$ cat config.mk
export PLATFORM = sky130hd
export DESIGN_NAME = multicycle_control_unit
export DESIGN_NICKNAME = d
export VERILOG_FILES = /design/src/rtl/multicycle_control_unit.sv
export SDC_FILE = /design/constraint.sdc
export NUM_CORES = 1
export LEC_CHECK = 0
export CAP_MARGIN = 20
export CELL_PAD_IN_SITES_DETAIL_PLACEMENT = 0
export CELL_PAD_IN_SITES_GLOBAL_PLACEMENT = 2
export CORE_MARGIN = 1.5
export CORE_UTILIZATION = 21
export DETAILED_ROUTE_END_ITERATION = 16
export PLACE_DENSITY = 0.83
export SLEW_MARGIN = 0
export SYNTH_ARGS = -nofsm -noshare
export SYNTH_HDL_FRONTEND = slang
export SYNTH_SLANG_ARGS = --single-unit
$ cat constraint.sdc
create_clock -name clk -period 1.9 [get_ports clk]
set_input_delay 0.38 -clock clk [delete_from_list [all_inputs] [get_ports clk]]
set_output_delay 0.38 -clock clk [all_outputs]
set_load 0.05 [all_outputs]
$ cat src/rtl/multicycle_control_unit.sv
// multicycle_control_unit
// Sequences each instruction through FETCH/DECODE/EXEC/MEM/WB and drives the
// datapath control set. Memory waits (FETCH and MEM) are bounded by
// MEM_TIMEOUT cycles (0 disables the bound), and undefined opcodes raise
// illegal_op. HALT_OPCODE parks the unit in HALT until reset.
// Optional feature macro: PERF_COUNTER_EN (retired-instruction counter).
module multicycle_control_unit #(
   parameter int                  OPCODE_W    = 4,
   parameter int                  ALU_OP_W    = 3,
   parameter logic [OPCODE_W-1:0] HALT_OPCODE = {OPCODE_W{1'b1}},
   parameter int                  MEM_TIMEOUT = 16
) (
   input  logic                clk,
   input  logic                rst,
   input  logic [OPCODE_W-1:0] opcode,
   input  logic                zero,
   input  logic                mem_ready,
   output logic                ir_write,
   output logic                pc_write,
   output logic                reg_dst,
   output logic                alu_src,
   output logic                mem_to_reg,
   output logic                reg_write,
   output logic                mem_read,
   output logic                mem_write,
   output logic                branch,
   output logic [ALU_OP_W-1:0] alu_op,
   output logic                illegal_op,
   output logic                bus_error,
   output logic                halted,
   output logic [2:0]          state,
   output logic [31:0]         retired_count
);

   typedef enum logic [2:0] {
      S_FETCH  = 3'd0,
      S_DECODE = 3'd1,
      S_EXEC   = 3'd2,
      S_MEM    = 3'd3,
      S_WB     = 3'd4,
      S_HALT   = 3'd5
   } state_t;

   localparam logic [OPCODE_W-1:0] OP_ADD    = OPCODE_W'(4'd0);
   localparam logic [OPCODE_W-1:0] OP_SUB    = OPCODE_W'(4'd1);
   localparam logic [OPCODE_W-1:0] OP_AND    = OPCODE_W'(4'd2);
   localparam logic [OPCODE_W-1:0] OP_OR     = OPCODE_W'(4'd3);
   localparam logic [OPCODE_W-1:0] OP_LOAD   = OPCODE_W'(4'd4);
   localparam logic [OPCODE_W-1:0] OP_STORE  = OPCODE_W'(4'd5);
   localparam logic [OPCODE_W-1:0] OP_BRANCH = OPCODE_W'(4'd6);

   localparam logic [ALU_OP_W-1:0] ALU_ADD = ALU_OP_W'(3'b010);
   localparam logic [ALU_OP_W-1:0] ALU_SUB = ALU_OP_W'(3'b110);
   localparam logic [ALU_OP_W-1:0] ALU_AND = ALU_OP_W'(3'b000);
   localparam logic [ALU_OP_W-1:0] ALU_OR  = ALU_OP_W'(3'b001);

   // Wait counter only needs to reach MEM_TIMEOUT-1.
   localparam int                TMO_W    = (MEM_TIMEOUT > 32'sd2) ? $clog2(MEM_TIMEOUT) : 1;
   localparam int                TMO_LIM  = (MEM_TIMEOUT > 32'sd0) ? (MEM_TIMEOUT - 32'sd1) : 32'sd0;
   localparam logic [TMO_W-1:0]  TMO_LAST = TMO_LIM[TMO_W-1:0];
   localparam logic              TMO_EN   = (MEM_TIMEOUT > 32'sd0);

   state_t                state_q, state_d;
   logic [OPCODE_W-1:0]   op_q, op_d;
   logic [TMO_W-1:0]      tmo_q, tmo_d;
   logic                  waiting_s;
   logic                  timeout_s;
   logic                  illegal_s;

   function automatic logic is_defined(input logic [OPCODE_W-1:0] op);
      return (op <= OP_BRANCH);
   endfunction

   function automatic logic is_rtype(input logic [OPCODE_W-1:0] op);
      return (op <= OP_OR);
   endfunction

   function automatic logic [ALU_OP_W-1:0] alu_code(input logic [OPCODE_W-1:0] op);
      logic [ALU_OP_W-1:0] code;
      case (op)
         OP_ADD:  code = ALU_ADD;
         OP_SUB:  code = ALU_SUB;
         OP_AND:  code = ALU_AND;
         OP_OR:   code = ALU_OR;
         default: code = ALU_ADD;
      endcase
      return code;
   endfunction

   assign waiting_s = (state_q == S_FETCH) || (state_q == S_MEM);
   assign timeout_s = TMO_EN && waiting_s && !mem_ready && (tmo_q == TMO_LAST);
   // HALT_OPCODE takes priority over the defined set if the two ever overlap.
   assign illegal_s = (opcode != HALT_OPCODE) && !is_defined(opcode);
   assign state     = state_q;

   // Next-state, latched opcode and wait-counter update.
   always_comb begin
      state_d = state_q;
      op_d    = op_q;
      case (state_q)
         S_FETCH: begin
            if (mem_ready) begin
               state_d = S_DECODE;
            end else begin
               state_d = S_FETCH;
            end
         end
         S_DECODE: begin
            op_d = opcode;
            if (opcode == HALT_OPCODE) begin
               state_d = S_HALT;
            end else if (illegal_s) begin
               state_d = S_FETCH;
            end else begin
               state_d = S_EXEC;
            end
         end
         S_EXEC: begin
            if ((op_q == OP_LOAD) || (op_q == OP_STORE)) begin
               state_d = S_MEM;
            end else if (is_rtype(op_q)) begin
               state_d = S_WB;
            end else begin
               state_d = S_FETCH;
            end
         end
         S_MEM: begin
            if (mem_ready) begin
               if (op_q == OP_LOAD) begin
                  state_d = S_WB;
               end else begin
                  state_d = S_FETCH;
               end
            end else if (timeout_s) begin
               state_d = S_FETCH;
            end else begin
               state_d = S_MEM;
            end
         end
         S_WB:    state_d = S_FETCH;
         S_HALT:  state_d = S_HALT;
         default: state_d = S_FETCH;
      endcase
      // Counter restarts on every state entry (including a timeout re-entry).
      if ((state_d != state_q) || timeout_s) begin
         tmo_d = '0;
      end else if (waiting_s && !mem_ready) begin
         tmo_d = tmo_q + TMO_W'(1'b1);
      end else begin
         tmo_d = tmo_q;
      end
   end

   // Sequencer state registers.
   always_ff @(posedge clk or posedge rst) begin
      if (rst) begin
         state_q <= S_FETCH;
         op_q    <= '0;
         tmo_q   <= '0;
      end else begin
         state_q <= state_d;
         op_q    <= op_d;
         tmo_q   <= tmo_d;
      end
   end

   // Datapath controls decoded from the current state and latched opcode.
   always_comb begin
      ir_write   = 1'b0;
      pc_write   = 1'b0;
      reg_dst    = 1'b0;
      alu_src    = 1'b0;
      mem_to_reg = 1'b0;
      reg_write  = 1'b0;
      mem_read   = 1'b0;
      mem_write  = 1'b0;
      branch     = 1'b0;
      alu_op     = ALU_AND;
      illegal_op = 1'b0;
      bus_error  = 1'b0;
      halted     = 1'b0;
      case (state_q)
         S_FETCH: begin
            mem_read = 1'b1;
            if (mem_ready) begin
               ir_write = 1'b1;
               pc_write = 1'b1;
            end else begin
               bus_error = timeout_s;
            end
         end
         S_DECODE: illegal_op = illegal_s;
         S_EXEC: begin
            if (is_rtype(op_q)) begin
               alu_op = alu_code(op_q);
            end else if ((op_q == OP_LOAD) || (op_q == OP_STORE)) begin
               alu_src = 1'b1;
               alu_op  = ALU_ADD;
            end else if (op_q == OP_BRANCH) begin
               alu_op   = ALU_SUB;
               branch   = 1'b1;
               pc_write = zero;
            end else begin
               alu_op = ALU_AND;
            end
         end
         S_MEM: begin
            alu_src   = 1'b1;
            alu_op    = ALU_ADD;
            mem_read  = (op_q == OP_LOAD);
            mem_write = (op_q == OP_STORE);
            bus_error = timeout_s;
         end
         S_WB: begin
            reg_write = 1'b1;
            if (is_rtype(op_q)) begin
               reg_dst = 1'b1;
               alu_op  = alu_code(op_q);
            end else begin
               mem_to_reg = 1'b1;
            end
         end
         S_HALT:  halted = 1'b1;
         default: halted = 1'b0;
      endcase
   end

`ifdef PERF_COUNTER_EN
   logic [31:0] retired_q;
   logic        retire_s;

   assign retire_s = (state_q == S_WB)
                  || ((state_q == S_EXEC) && (op_q == OP_BRANCH))
                  || ((state_q == S_MEM) && (op_q == OP_STORE) && mem_ready);

   // Retired-instruction counter, wraps naturally at 2^32.
   always_ff @(posedge clk or posedge rst) begin
      if (rst) begin
         retired_q <= 32'd0;
      end else if (retire_s) begin
         retired_q <= retired_q + 32'd1;
      end else begin
         retired_q <= retired_q;
      end
   end

   assign retired_count = retired_q;
`else
   assign retired_count = 32'd0;
`endif

endmodule
==> metrics.md <==
| Metric | Value |
|---|---|
| Initial antenna violation count | `0` |
| Clock power frac | `0.084` |
| Clk buf depth | `2` |
| Final Cycle Share | `1.06` |
| Std cell rows | `25` |
| Vias after detailed routing | `roughly 1000` |
| Maxcap violations | `0` |
| Area Growth Syn to Fin | `67.8%` |
| Sw frac | `0.479` |
| H-tree depth | `1` |
| RePlAce Congestion | `0.834` |
| Die footprint | `5540 um^2` |
| Router iterations before antenna repair | `4` |
| Synth Register Bits | `11` |
| WP data arrival | `between 1.5 and 2 ns` |
| Synth warn | `0` |
| Mapped Area | `around 1100 um^2` |
| Setup ws final | `-0.110 ns` |
| Pwr Total | `approximately 2.7 mW` |
| Post-route cell area | `around 1800 um^2` |
| Unrepaired setup endpoints after global routing | `yes` |
| Crit path capture type | `primary output` |
| Share of cells above drive strength 1 | `0.433` |
| Root buffer cell | `clkbuf_8` |
| CTS buffer count | `3` |
| Fin nets | `approximately 190` |
| Largest net degree at the start of global routing | `15` |
| Sequential share of the synthesized area | `0.257` |
| Gate power share | `0.750` |
| Worst EP required | `about 1.5 ns` |
| First-pass GRT wire length | `between 4 and 5 mm` |
| Post-layout min period | `around 2 ns` |
| Syn_area_per_cell | `about 8.4 um^2` |
| Hold Fails Final Rpt | `0` |
| Die height | `roughly 74 um` |
| Die Span X | `74.4 um` |
| Placement Cell Area | `~1700 um^2` |
| Fmax | `around 500 MHz` |
| Setup TNS | `-0.234 ns` |
| Failing checks | `setup timing` |
| Mapped Cells | `128` |
| Final Non-Filler Cells | `245` |
| Drt wl/cell | `10.7 um` |
| Vias per cell | `4.15` |
| Worst-path clk slew | `roughly 0.05 ns` |
| Final core utilization | `0.373` |
| CTS tree | `yes` |
| Asr flop ratio synth | `1.00` |
| Pwr dens | `about 1500 nW/um^2` |
| Hold Path Class | `in2async` |
| Initial Util | `0.222` |
| Antenna Nets Post-Route | `0` |
| Worst vdd ir | `between 0.4 and 0.5 mV` |
| Count of cell types in the netlist | `around 40` |
| Sequential share of power | `0.166` |
| Clock sink count | `11` |
| GR Overflow Total | `0` |
| DRC Markers | `0` |
| Cell total after placement | `between 200 and 250` |
| Type of the worst setup path | `reg2out` |
| Initial drt markers | `80` |
| Outcome | `finished with violations` |
| Crit Path Max Fanout | `3` |
| Leak pwr | `~0.84 nW` |
| Port Buffers | `25` |
| Startpoint types | `flop` |
| Max-slew violations | `0` |
| Post-synth EDFFs | `0` |
| P_int | `between 1 and 1.5 mW` |
| IO Count | `58` |
| Final setup vio count | `4` |
| Post-DP HPWL | `around 2.1 mm` |
| Vias in the first global route | `between 800 and 900` |
| Main synth FF type | `dfrtp_1` |
| Routed Wire Length | `2.63 mm` |
| Total track usage | `0.0994` |
| N_diodes | `0` |
| Core area | `4820 um^2` |
| Clock Latency Late Sink | `roughly 0.23 ns` |
| Worst Skew | `~0.0044 ns` |
| Switching pwr | `between 1 and 1.5 mW` |
## path summary, 6_finish.rpt
kind	startpoint	to	slack, ns	depth (start not counted)
max	op_q[2]	alu_op[1]	-0.11	4
min	rst	op_q[2]	0.43	2
max reg2reg	state[0]	tmo_q[0]	0.12	6
min reg2reg	tmo_q[1]	tmo_q[1]	0.64	2
max in group asynchronous	rst	state[0]	1.15	2
min in group clk	opcode[2]	op_q[2]	0.55	2
## cell usage in the layout (no fill, tap or decap), types with 2 or more instances in the layout
master | Yosys | final
buf_4 | 33 | 23
conb_1 | 1 | 32
dfrtp_1 | 11 | 6
o31a_1 | 2 | 2
buf_12 | 0 | 17
inv_1 | 4 | 3
and3_1 | 3 | 2
nor3_4 | 0 | 2
clkbuf_8 | 0 | 3
nand2_1 | 7 | 7
nand3_1 | 4 | 4
clkdlybuf4s50_1 | 0 | 3
nand2b_1 | 2 | 2
mux2_2 | 4 | 4
dfrtp_2 | 0 | 5
nor4_1 | 4 | 3
nor2_1 | 10 | 7
xor2_1 | 3 | 3
nor3_2 | 0 | 3
nor2_2 | 0 | 3
nor2b_1 | 5 | 3
buf_6 | 0 | 2
nand4_1 | 2 | 2
a21oi_1 | 2 | 2
dlygate4sd2_1 | 0 | 4
## layer usage
layer	wire (um)	track usage	up-vias
met2	1360	0.172	51
li1	-	-	486
met4	30	0.0424	0
met1	1070	0.124	476
met3	169	0.0136	4
met5	0	0	-
## worst max-delay path, cell delays in order (launching register included)
cell and delay [ns]:
dfrtp_1 0.40, nor3b_4 0.17, o31a_1 0.29, o32a_4 0.39
buf_12 0.15
## power groups by stage
stage | combinational, mW | sequential, mW | clock (mW)
5_1_grt | 2.16 | 0.467 | 0.243
4_1_cts | 1.92 | 0.445 | 0.227
6_report | 2.03 | 0.450 | 0.226
3_5_place_dp | 1.88 | 0.441 | 0
3_3_place_gp | 1.87 | 0.440 | 0
2_1_floorplan | 1.14 | 0.510 | 0
## cells in the mapped netlist (all sizes together) (2+ instances only)
cell	count	share of area
buf	35	0.24
dfrtp	11	0.26
nor2	10	0.035
nand2	7	0.025
mux2	5	0.053
nor2b	5	0.029
nor3	5	0.023
inv	4	0.014
nand3	4	0.019
nor4	4	0.023
and3	3	0.018
xor2	3	0.025
a21oi	2	0.0093
nand2b	2	0.012
nand4	2	0.012
o21ai	2	0.0093
o31a	2	0.016
xnor2	2	0.016
## final cells by class
| cell class | count | area, um^2 |
|---|---|---|
| fill | 482 | 3020 |
| multi-input combinational | 108 | 751 |
| timing repair buffer | 51 | 621 |
| sequential | 11 | 282 |
| tap | 67 | 83.8 |
| clock buffer | 4 | 45.0 |
| inverter | 4 | 15.0 |
## registers in the layout, summed over array words and instances (netlist names)
register and cells:
tmo_q 4, op_q 4, state 3
## per-stage QoR
step	hold slack (ns)	setup WS, ns
after floorplan	0.232	-0.364
after global placement	0.633	-0.101
after global routing	0.475	-0.178
after detailed placement	0.632	-0.0869
after CTS	0.452	-0.0986
final	0.434	-0.110
## cells by family after synthesis
kind of cell,count (synthesis),share of synthesized area
compound gates,15,0.106
simple gates,49,0.261
xor+xnor,5,0.0409
flops,11,0.257
mux,6,0.0619
buf+inv,40,0.258
other cells,1,0.00350
fa+ha+maj,1,0.0117
## timing repair
action                                  CTS  global route
endpoints found under the setup margin    7            10
cloned                                    0             0
pin swaps                                 7             3
hold buffers                              0             0
resized for setup                         9             8
buffers inserted                          2             5
Note: power is estimated with default switching activity, not from simulation.
